===== src/rtl/print_arbiter_pkg.sv =====
// Shared types and width helpers for the print channel arbiter.
package print_arbiter_pkg;

    localparam int unsigned DATA_W = 32;

    // Sequencer states; encodings are fixed so other tooling can decode them.
    typedef enum logic [1:0] {
        ST_IDLE  = 2'd0,
        ST_WRITE = 2'd1,
        ST_GAP   = 2'd2
    } state_e;

    // PS register address width: register index plus byte offset bits.
    function automatic int unsigned addr_w(input int unsigned reg_number);
        return 32'($clog2(reg_number) + 2);
    endfunction

    // Index width that never collapses to zero bits.
    function automatic int unsigned idx_w(input int unsigned n);
        return (n > 1) ? 32'($clog2(n)) : 32'd1;
    endfunction

endpackage


===== src/rtl/print_arbiter_rr_pick.sv =====
// Combinational round-robin priority encoder: first set req bit at or after ptr.
module rr_pick
    import print_arbiter_pkg::*;
#(
    parameter  int unsigned N  = 4,
    localparam int unsigned IW = idx_w(N)
) (
    input  logic [N-1:0]  req,
    input  logic [IW-1:0] ptr,
    output logic          valid,
    output logic [IW-1:0] idx
);

    // ptr is always < N, so one conditional subtraction wraps the sum.
    function automatic logic [IW-1:0] wrap_add(input logic [IW-1:0] base, input int unsigned off);
        int unsigned s;
        s = 32'(base) + off;
        if (s >= N) begin
            s = s - N;
        end
        return IW'(s);
    endfunction

    // Scan N positions starting at ptr and keep the first hit.
    always_comb begin
        valid = 1'b0;
        idx   = '0;
        for (int unsigned i = 0; i < N; i++) begin
            if (!valid && req[wrap_add(ptr, i)]) begin
                valid = 1'b1;
                idx   = wrap_add(ptr, i);
            end
        end
    end

endmodule


===== src/rtl/print_arbiter.sv =====
// Round-robin arbiter and write sequencer for the SoC->PS print channel.
module print_arbiter
    import print_arbiter_pkg::*;
#(
    parameter  int unsigned NUM_REQ    = 4,
    parameter  int unsigned REG_NUMBER = 16,
    parameter  int unsigned TIMEOUT    = 1023,
    localparam int unsigned ADDR_W     = addr_w(REG_NUMBER),
    localparam int unsigned IDX_W      = idx_w(NUM_REQ),
    localparam int unsigned CNT_W      = idx_w(TIMEOUT)
) (
    input  logic                      clk_sys_i,
    input  logic                      rst_n_i,
    input  logic [NUM_REQ-1:0]        req_i,
    input  logic [NUM_REQ*ADDR_W-1:0] addr_i,
    input  logic [NUM_REQ*DATA_W-1:0] data_i,
    output logic [NUM_REQ-1:0]        ack_o,
    output logic [NUM_REQ-1:0]        err_o,
    output logic                      busy_o,
    output logic                      write_soc_en_o,
    output logic [ADDR_W-1:0]         data_addr_o,
    output logic [DATA_W-1:0]         data_o,
    input  logic                      finish_i
);

    state_e               state_q,  state_d;
    logic [IDX_W-1:0]     owner_q,  owner_d;
    logic [IDX_W-1:0]     rr_ptr_q, rr_ptr_d;
    logic [CNT_W-1:0]     cnt_q,    cnt_d;
    logic                 en_d;
    logic                 busy_d;
    logic [ADDR_W-1:0]    addr_d;
    logic [DATA_W-1:0]    data_d;
    logic [NUM_REQ-1:0]   ack_d;
    logic [NUM_REQ-1:0]   err_d;
    logic                 finish_q;
    logic                 fin_edge_c;
    logic                 pick_valid;
    logic [IDX_W-1:0]     pick_idx;

    rr_pick #(
        .N (NUM_REQ)
    ) u_rr_pick (
        .req   (req_i),
        .ptr   (rr_ptr_q),
        .valid (pick_valid),
        .idx   (pick_idx)
    );

    // Only a rising edge of finish counts; a level left high is stale.
    assign fin_edge_c = finish_i & ~finish_q;

    // Finish history for edge detection.
    always_ff @(posedge clk_sys_i or negedge rst_n_i) begin
        if (!rst_n_i) begin
            finish_q <= 1'b0;
        end else begin
            finish_q <= finish_i;
        end
    end

    // Next-state and next-output logic; holds everything except the pulses by default.
    always_comb begin
        state_d  = state_q;
        owner_d  = owner_q;
        rr_ptr_d = rr_ptr_q;
        cnt_d    = cnt_q;
        en_d     = write_soc_en_o;
        addr_d   = data_addr_o;
        data_d   = data_o;
        ack_d    = '0;
        err_d    = '0;

        case (state_q)
            ST_IDLE: begin
                if (pick_valid) begin
                    owner_d = pick_idx;
                    addr_d  = addr_i[32'(pick_idx) * ADDR_W +: ADDR_W];
                    data_d  = data_i[32'(pick_idx) * DATA_W +: DATA_W];
                    cnt_d   = '0;
                    en_d    = 1'b1;
                    state_d = ST_WRITE;
                end
            end
            ST_WRITE: begin
                cnt_d = cnt_q + CNT_W'(1);
                if (fin_edge_c) begin
                    ack_d[owner_q] = 1'b1;
                    en_d           = 1'b0;
                    state_d        = ST_GAP;
                end else if (cnt_q == CNT_W'(TIMEOUT - 1)) begin
                    err_d[owner_q] = 1'b1;
                    en_d           = 1'b0;
                    state_d        = ST_GAP;
                end
            end
            ST_GAP: begin
                rr_ptr_d = (owner_q == IDX_W'(NUM_REQ - 1)) ? '0 : owner_q + IDX_W'(1);
                cnt_d    = '0;
                en_d     = 1'b0;
                state_d  = ST_IDLE;
            end
            default: begin
                en_d    = 1'b0;
                state_d = ST_IDLE;
            end
        endcase

        busy_d = (state_d != ST_IDLE);
    end

    // State and registered outputs; reset drops the bridge enable immediately.
    always_ff @(posedge clk_sys_i or negedge rst_n_i) begin
        if (!rst_n_i) begin
            state_q        <= ST_IDLE;
            owner_q        <= '0;
            rr_ptr_q       <= '0;
            cnt_q          <= '0;
            write_soc_en_o <= 1'b0;
            busy_o         <= 1'b0;
            data_addr_o    <= '0;
            data_o         <= '0;
            ack_o          <= '0;
            err_o          <= '0;
        end else begin
            state_q        <= state_d;
            owner_q        <= owner_d;
            rr_ptr_q       <= rr_ptr_d;
            cnt_q          <= cnt_d;
            write_soc_en_o <= en_d;
            busy_o         <= busy_d;
            data_addr_o    <= addr_d;
            data_o         <= data_d;
            ack_o          <= ack_d;
            err_o          <= err_d;
        end
    end

endmodule

===== config.mk =====
export PLATFORM = sky130hd
export DESIGN_NAME = print_arbiter
export DESIGN_NICKNAME = d
export VERILOG_FILES = /design/src/rtl/print_arbiter_pkg.sv /design/src/rtl/print_arbiter_rr_pick.sv /design/src/rtl/print_arbiter.sv
export SDC_FILE = /design/constraint.sdc
export NUM_CORES = 1
export LEC_CHECK = 0
export CAP_MARGIN = 15
export CELL_PAD_IN_SITES_DETAIL_PLACEMENT = 1
export CELL_PAD_IN_SITES_GLOBAL_PLACEMENT = 2
export CORE_MARGIN = 1.5
export CORE_UTILIZATION = 23
export CTS_CLUSTER_SIZE = 10
export DETAILED_ROUTE_END_ITERATION = 16
export PLACE_DENSITY_LB_ADDON = 0.1
export SLEW_MARGIN = 20
export SYNTH_ARGS = -nofsm -noshare
export SYNTH_HDL_FRONTEND = slang
export SYNTH_HIERARCHICAL = 1
export SYNTH_SLANG_ARGS = --single-unit

===== constraint.sdc =====
create_clock -name clk_sys_i -period 2.65 [get_ports clk_sys_i]
set_input_delay 0.265 -clock clk_sys_i [delete_from_list [all_inputs] [get_ports clk_sys_i]]
set_output_delay 0.265 -clock clk_sys_i [all_outputs]
set_load 0.02 [all_outputs]

======== Yosys cells after proc, flatten, opt, wreduce, memory -nomap -nowiden ========
Index checks and enable logic that the tools add are counted.
cells by class
  multiplexer cells ....................... 38
  reductions and logical operators ........ 13
  $add $sub $neg .......................... 9
  $mul .................................... 1
  bitwise logic cells ..................... 2
  eq/ne operators ......................... 6
  order comparisons ....................... 10
  shift operators ......................... 2
operator list
  cell                                                         number
  variable part select 128 x 8 -> 32 bit                       1
  case mux 10 bit (3 select lines)                             1
  two-way mux 2 bit                                            12
  variable part select 24 x 6 -> 6 bit                         1
  two-way mux 4 bit                                            5
  less-than comparator 2 x 3 -> 1 bit (second input constant)  5
  two-way mux 1 bit                                            12
  adder 10 x 1 -> 10 bit (second input constant)               1
  equality test 10 bit (second input constant)                 1
  two-way mux 10 bit                                           1
  >= comparator 3 bit (second input constant)                  3
  binary-select mux 1 bit (select 2 bit)                       4
  subtractor 2 x 1 -> 2 bit (second input constant)            4
  adder 2 x 2 -> 3 bit (second input constant)                 2
  AND reduction 2 bit                                          3
  equality test 2 bit (second input constant)                  2
  logical AND 1 bit                                            4
  multiplier 2 x 2 -> 4 bit (second input constant)            1
  case mux 2 bit (2 select lines)                              1
  adder 2 x 1 -> 3 bit (second input constant)                 1
  >= comparator 2 x 3 -> 1 bit (second input constant)         1
  zero test 1 bit                                              3
  inequality test 3 bit (second input constant)                1
  nonzero test 3 bit                                           1
  10 further kinds                                             10
word-level totals
  flip-flop bits (word level) ............. 65
  input bits .............................. 159
  output and inout port bits .............. 48
  word-level logic and storage cells ...... 92

======== Longest topological paths before layout ========
  depth in word-level cells ............... 17
  gate-level depth with buffers ........... 7

======== Cells and area by module ========
Netlist, hierarchy kept.
modules (own cells, without submodules)
  module         times used  area an instance (um2)  cells each  sequential area each (um2)
  print_arbiter  1           3542.1                  241         1626.6
  rr_pick        1           77.6                    15          0.0

======== Least setup slack after synthesis ========
No wires, ideal clock.
  kind .................................... register to register
  start ................................... register rr_ptr_q[0]
  end ..................................... register data_o[16]
  path buffers ............................ 1
  setup slack ............................. 0.465 ns
  stages on the path, launching flop included .. 7
  arrival time ............................ 2.058 ns
  period minus slack after synthesis ...... 2.185 ns
  setup time .............................. 0.128 ns
  cells stage by stage .................... dfrtp_1 -> inv_2 -> a221o_1 -> a21oi_1 -> buf_2 -> mux4_2 -> mux2_1
between the ends
  longest elaborated chain between the ends .. 15
  elaborated cells on any way between the ends .. 39
  classes of those cells .................. add/sub: 7; order compare: 4; shift: 1; mux: 20; reduce/logical: 7
RTL lines
  element                                                                        RTL line                     RTL
  start: declaration                                                             print_arbiter.sv:28          logic [IDX_W-1:0] rr_ptr_q, rr_ptr_d;
  start signal: assignment                                                       print_arbiter.sv:128         rr_ptr_q <= rr_ptr_d;
  parallel branches: the longest is 13 deep, another holds adder 2 x 1 -> 3 bit  -
  two-way mux 2 bit (*)                                                          print_arbiter_rr_pick.sv:29  if (!valid && req[wrap_add(ptr, i)]) begin
  via pick_idx[0]                                                                print_arbiter.sv:39          logic [IDX_W-1:0] pick_idx;
  variable part select 128 x 8 -> 32 bit (*)                                     print_arbiter.sv:79          data_d = data_i[32'(pick_idx) * DATA_W +: DATA_W];
  end signal: assignment                                                         print_arbiter.sv:133         data_o <= data_d;
  end: declaration                                                               print_arbiter.sv:22          output logic [DATA_W-1:0] data_o,
Mark *: on every way through the listed nets, which the timed path passes. The select of a mux whose other input is x is not followed.
A chain may end at the register's enable or synchronous reset.

======== Worst setup path after layout ========
  start ................................... input req_i[1]
  end ..................................... register data_o[29]
between the ends
  longest elaborated chain between the ends .. 13
  elaborated cells on any way between the ends .. 24
  classes of those cells .................. shift: 1; mux: 16; reduce/logical: 7
RTL lines
  element                                     RTL line                     RTL
  start: declaration                          print_arbiter.sv:14          input logic [NUM_REQ-1:0] req_i,
  binary-select mux 1 bit (select 2 bit)      print_arbiter_rr_pick.sv:29
  two-way mux 1 bit (implied by the code)     print_arbiter_rr_pick.sv:29
  two-way mux 1 bit                           print_arbiter_rr_pick.sv:29
  zero test 1 bit                             print_arbiter_rr_pick.sv:29
  logical AND 1 bit                           print_arbiter_rr_pick.sv:29
  two-way mux 1 bit                           print_arbiter_rr_pick.sv:29
  zero test 1 bit                             print_arbiter_rr_pick.sv:29
  logical AND 1 bit                           print_arbiter_rr_pick.sv:29
  two-way mux 1 bit                           print_arbiter_rr_pick.sv:29
  zero test 1 bit                             print_arbiter_rr_pick.sv:29
  logical AND 1 bit                           print_arbiter_rr_pick.sv:29
  two-way mux 2 bit (*)                       print_arbiter_rr_pick.sv:29
  via pick_idx[0]                             print_arbiter.sv:39
  variable part select 128 x 8 -> 32 bit (*)  print_arbiter.sv:79
The timed path passes the listed nets; every way through them passes the cells marked *. The select of a mux whose other input is x is not followed.

==> impl_metrics.ini <==
[drt]
firstDrtPassIters = 4
wl_um = 13320
vias = 3136
drcViolationCount = 0
vias_per_cell = 4.592
drt_iter0_markers = 125
ant_nets = 0
wire_per_inst_um = 19.50

[power_and_ir_drop]
leakagePower_nw = 2.462
vdd_drop_max_uv = 372.3
powerDensity_nw_per_um2 = 935.7

[floorplanning]
die_w_um = 128.5
core-area_um2 = 15260
core.rowCount = 45
initial_core_util = 0.2372
io_pins = 207
fp.dieH_um = 128.5
fp.dieArea_um2 = 16500

[timing]
final.period_utilization = 0.8542
timing.final.crit_period_ns = 2.264
timing.fmax_mhz = 441.8
holdWs_ns = 0.4276
rsz0062_at_grt = no
slew_violations = 0
finClkSkew_ns = 0.007230
maxSlewHeadroom = 0.3132
final_hold_viol_count = 0
worst_pin_slew_ns = 1.030
finalSetupTns_ns = 0
setup_viol = 0

[run_status]
status = finished clean

[synth]
synth_seq_cells = 65
synthSimpleGateAreaFrac = 0.07328
synth_warnings = 6
ys_seq_area_frac = 0.4494
synth_adder_area_share = 0.02074
synth_top_family_by_area = multiplexers
synthCells = 256
synth_cell_types = 38
synth.cell_area_um2 = 3620
synth_xor_area_frac = 0.002420
synth-compound-area-share = 0.05358
synthMuxAreaShare = 0.3640
synth.net_count = 421
synth.avg_cell_area_um2 = 14.14

[finish]
drive_above_1_share = 0.1949
syn2layout_area_growth_pct = 74.14
antenna_cells_inserted = 0
nets = 632
seq_area_um2 = 1627
multi_input_area_um2 = 1884
nFillCells = 1584

[hold_path]
min_path_type = in -> reg

[grt]
grt_usage = 0.1701
grt_pass1_vias = 3530
grt_pass1_wl_um = 20620
gr-total-overflow = 0
grt_max_degree = 42
antenna_found_initial = 0

[flow_run]
drv_cap = 0

[critical_path]
end_kind = flop
cp_max_fo = 18
cp_data_required_time_ns = 2.86
path_class = in -> reg
critPathArrivalTime_ns = 2.48
start_kind = input pin

[cts]
clock_sinks = 65
clk_pin_slew_ns = 0.05
cts_hold_buf = 1
cts_root_buf = clkbuf_16
clock_latency_ns = 0.34
cts_buffer_depth = 2
cts_resized = 0
postCtsSetupBuffers = 0
htree_levels = 3
cts_tree = built
numCtsBuffers = 9

[placement]
gp_congestion = 0.7480
portBuffers = 206
dp_hpwl_um = 10070
[metrics by stage]
step | total power [mW] | setup WS, ns | instance area, um2 | util | cells
finish | 5.898 | 0.3864 | 6304 | 0.4131 | 683
global route | 6.301 | 0.2795 | 6304 | 0.4131 | 683
CTS | 6.030 | 0.3838 | 6304 | 0.4131 | 683
detailed placement | 4.798 | 0.01984 | 6003 | 0.3934 | 666
global placement | 4.732 | 0.03489 | 6003 | 0.3934 | 666
floorplan | 3.414 | 0.4649 | 3620 | - | 256
[layout make-up]
class                   instances  share of cell area
repair buffers                216              0.3486
clock buffers                  13             0.03970
flip-flops and latches         65              0.2580
inverters                      11            0.006550
multi-input cells             164              0.2989
well taps                     211             0.04188
clock inverters                 3            0.006352
[final timing paths]
kind | slack, ns | start | cells past startpoint | to
worst max-delay path | 0.39 | req_i[1] | 7 | data_o[29]
worst min-delay path | 0.43 | finish_i | 1 | finish_q
worst max register to register | 0.42 | rr_ptr_q[0] | 6 | data_o[29]
worst min register to register | 0.49 | data_o[17] | 1 | data_o[17]
max in group asynchronous | 1.47 | rst_n_i | 3 | data_o[10]
min in group asynchronous | 0.51 | rst_n_i | 2 | data_addr_o[5]
[registers in the layout, summed over array words and instances, names as in the netlist]
| name | flops |
|---|---|
| err_o | 4 |
| owner_q | 2 |
| data_addr_o | 6 |
| busy_o | 1 |
| cnt_q | 10 |
| rr_ptr_q | 2 |
| write_soc_en_o | 1 |
| ack_o | 4 |
| finish_q | 1 |
| data_o | 32 |
| state_q | 2 |
[cells by family (layout without fill, tap and decap cells)]
| kind of cell | count (synthesis) | count (layout) |
|---|---|---|
| buffers and inverters | 27 | 243 |
| and+or+nand+nor | 47 | 47 |
| AOI/OAI and AO/OA | 31 | 31 |
| DFF | 65 | 65 |
| muxes | 79 | 79 |
| xor gates and xnor gates | 1 | 1 |
| adders and majority gates | 6 | 6 |
[placed cells by master, fill, tap and decap left out, types with 7 or more instances in the layout]
cell	instances
dfrtp_1	65
clkbuf_16	9
o21ai_1	8
and3_1	8
clkdlybuf4s50_1	205
inv_1	10
nand3_1	7
nand2_1	8
mux2_1	14
mux4_2	38
mux2_2	27
[metal layers]
layer,vias up,part of all wire,GRT usage
met2,117,0.51,0.3023
met4,0,0.015,0.04693
met3,11,0.082,0.06819
met1,1588,0.39,0.1887
li1,1420,-,-
met5,-,0,0
[cell usage after synthesis (all sizes together)]
master	count	area, um2
buf	11	72.56
nor3	2	10.01
mux2	41	461.7
and3	8	50.05
nor3b	2	15.01
o221ai	1	8.760
and2	3	18.77
a21oi	4	20.02
nor2	3	11.26
ha	6	75.07
o211ai	4	30.03
nand2	8	30.03
a221o	1	10.01
o21a	1	7.510
nand3	7	35.03
nand4	3	18.77
or4	4	30.03
a31oi	1	6.260
nor4	1	6.260
mux4	38	855.8
nand2b	3	18.77
dfrtp	65	1627
nor2b	2	12.51
o21ai	14	70.07
clkbuf	5	18.77
or3b	1	8.760
inv	11	41.29
o311ai	1	8.760
o31ai	2	15.01
a2bb2oi	1	8.760
o32ai	1	8.760
xor2	1	8.760
[power by group]
part | total, mW | internal [mW] | switching, mW
Clock | 1.19 | 0.752 | 0.434
Sequential | 1.64 | 1.39 | 0.250
Combinational | 3.08 | 1.71 | 1.37
Total | 5.90 | 3.85 | 2.05
[worst max-delay path, cell delays in order]
cell and delay (ns):
clkdlybuf4s50_1 0.47, inv_1 0.06, a221o_1 0.38, a21oi_4 0.22
buf_12 0.22, mux4_2 0.56, mux2_2 0.28
(Power assumes the default switching activity.)
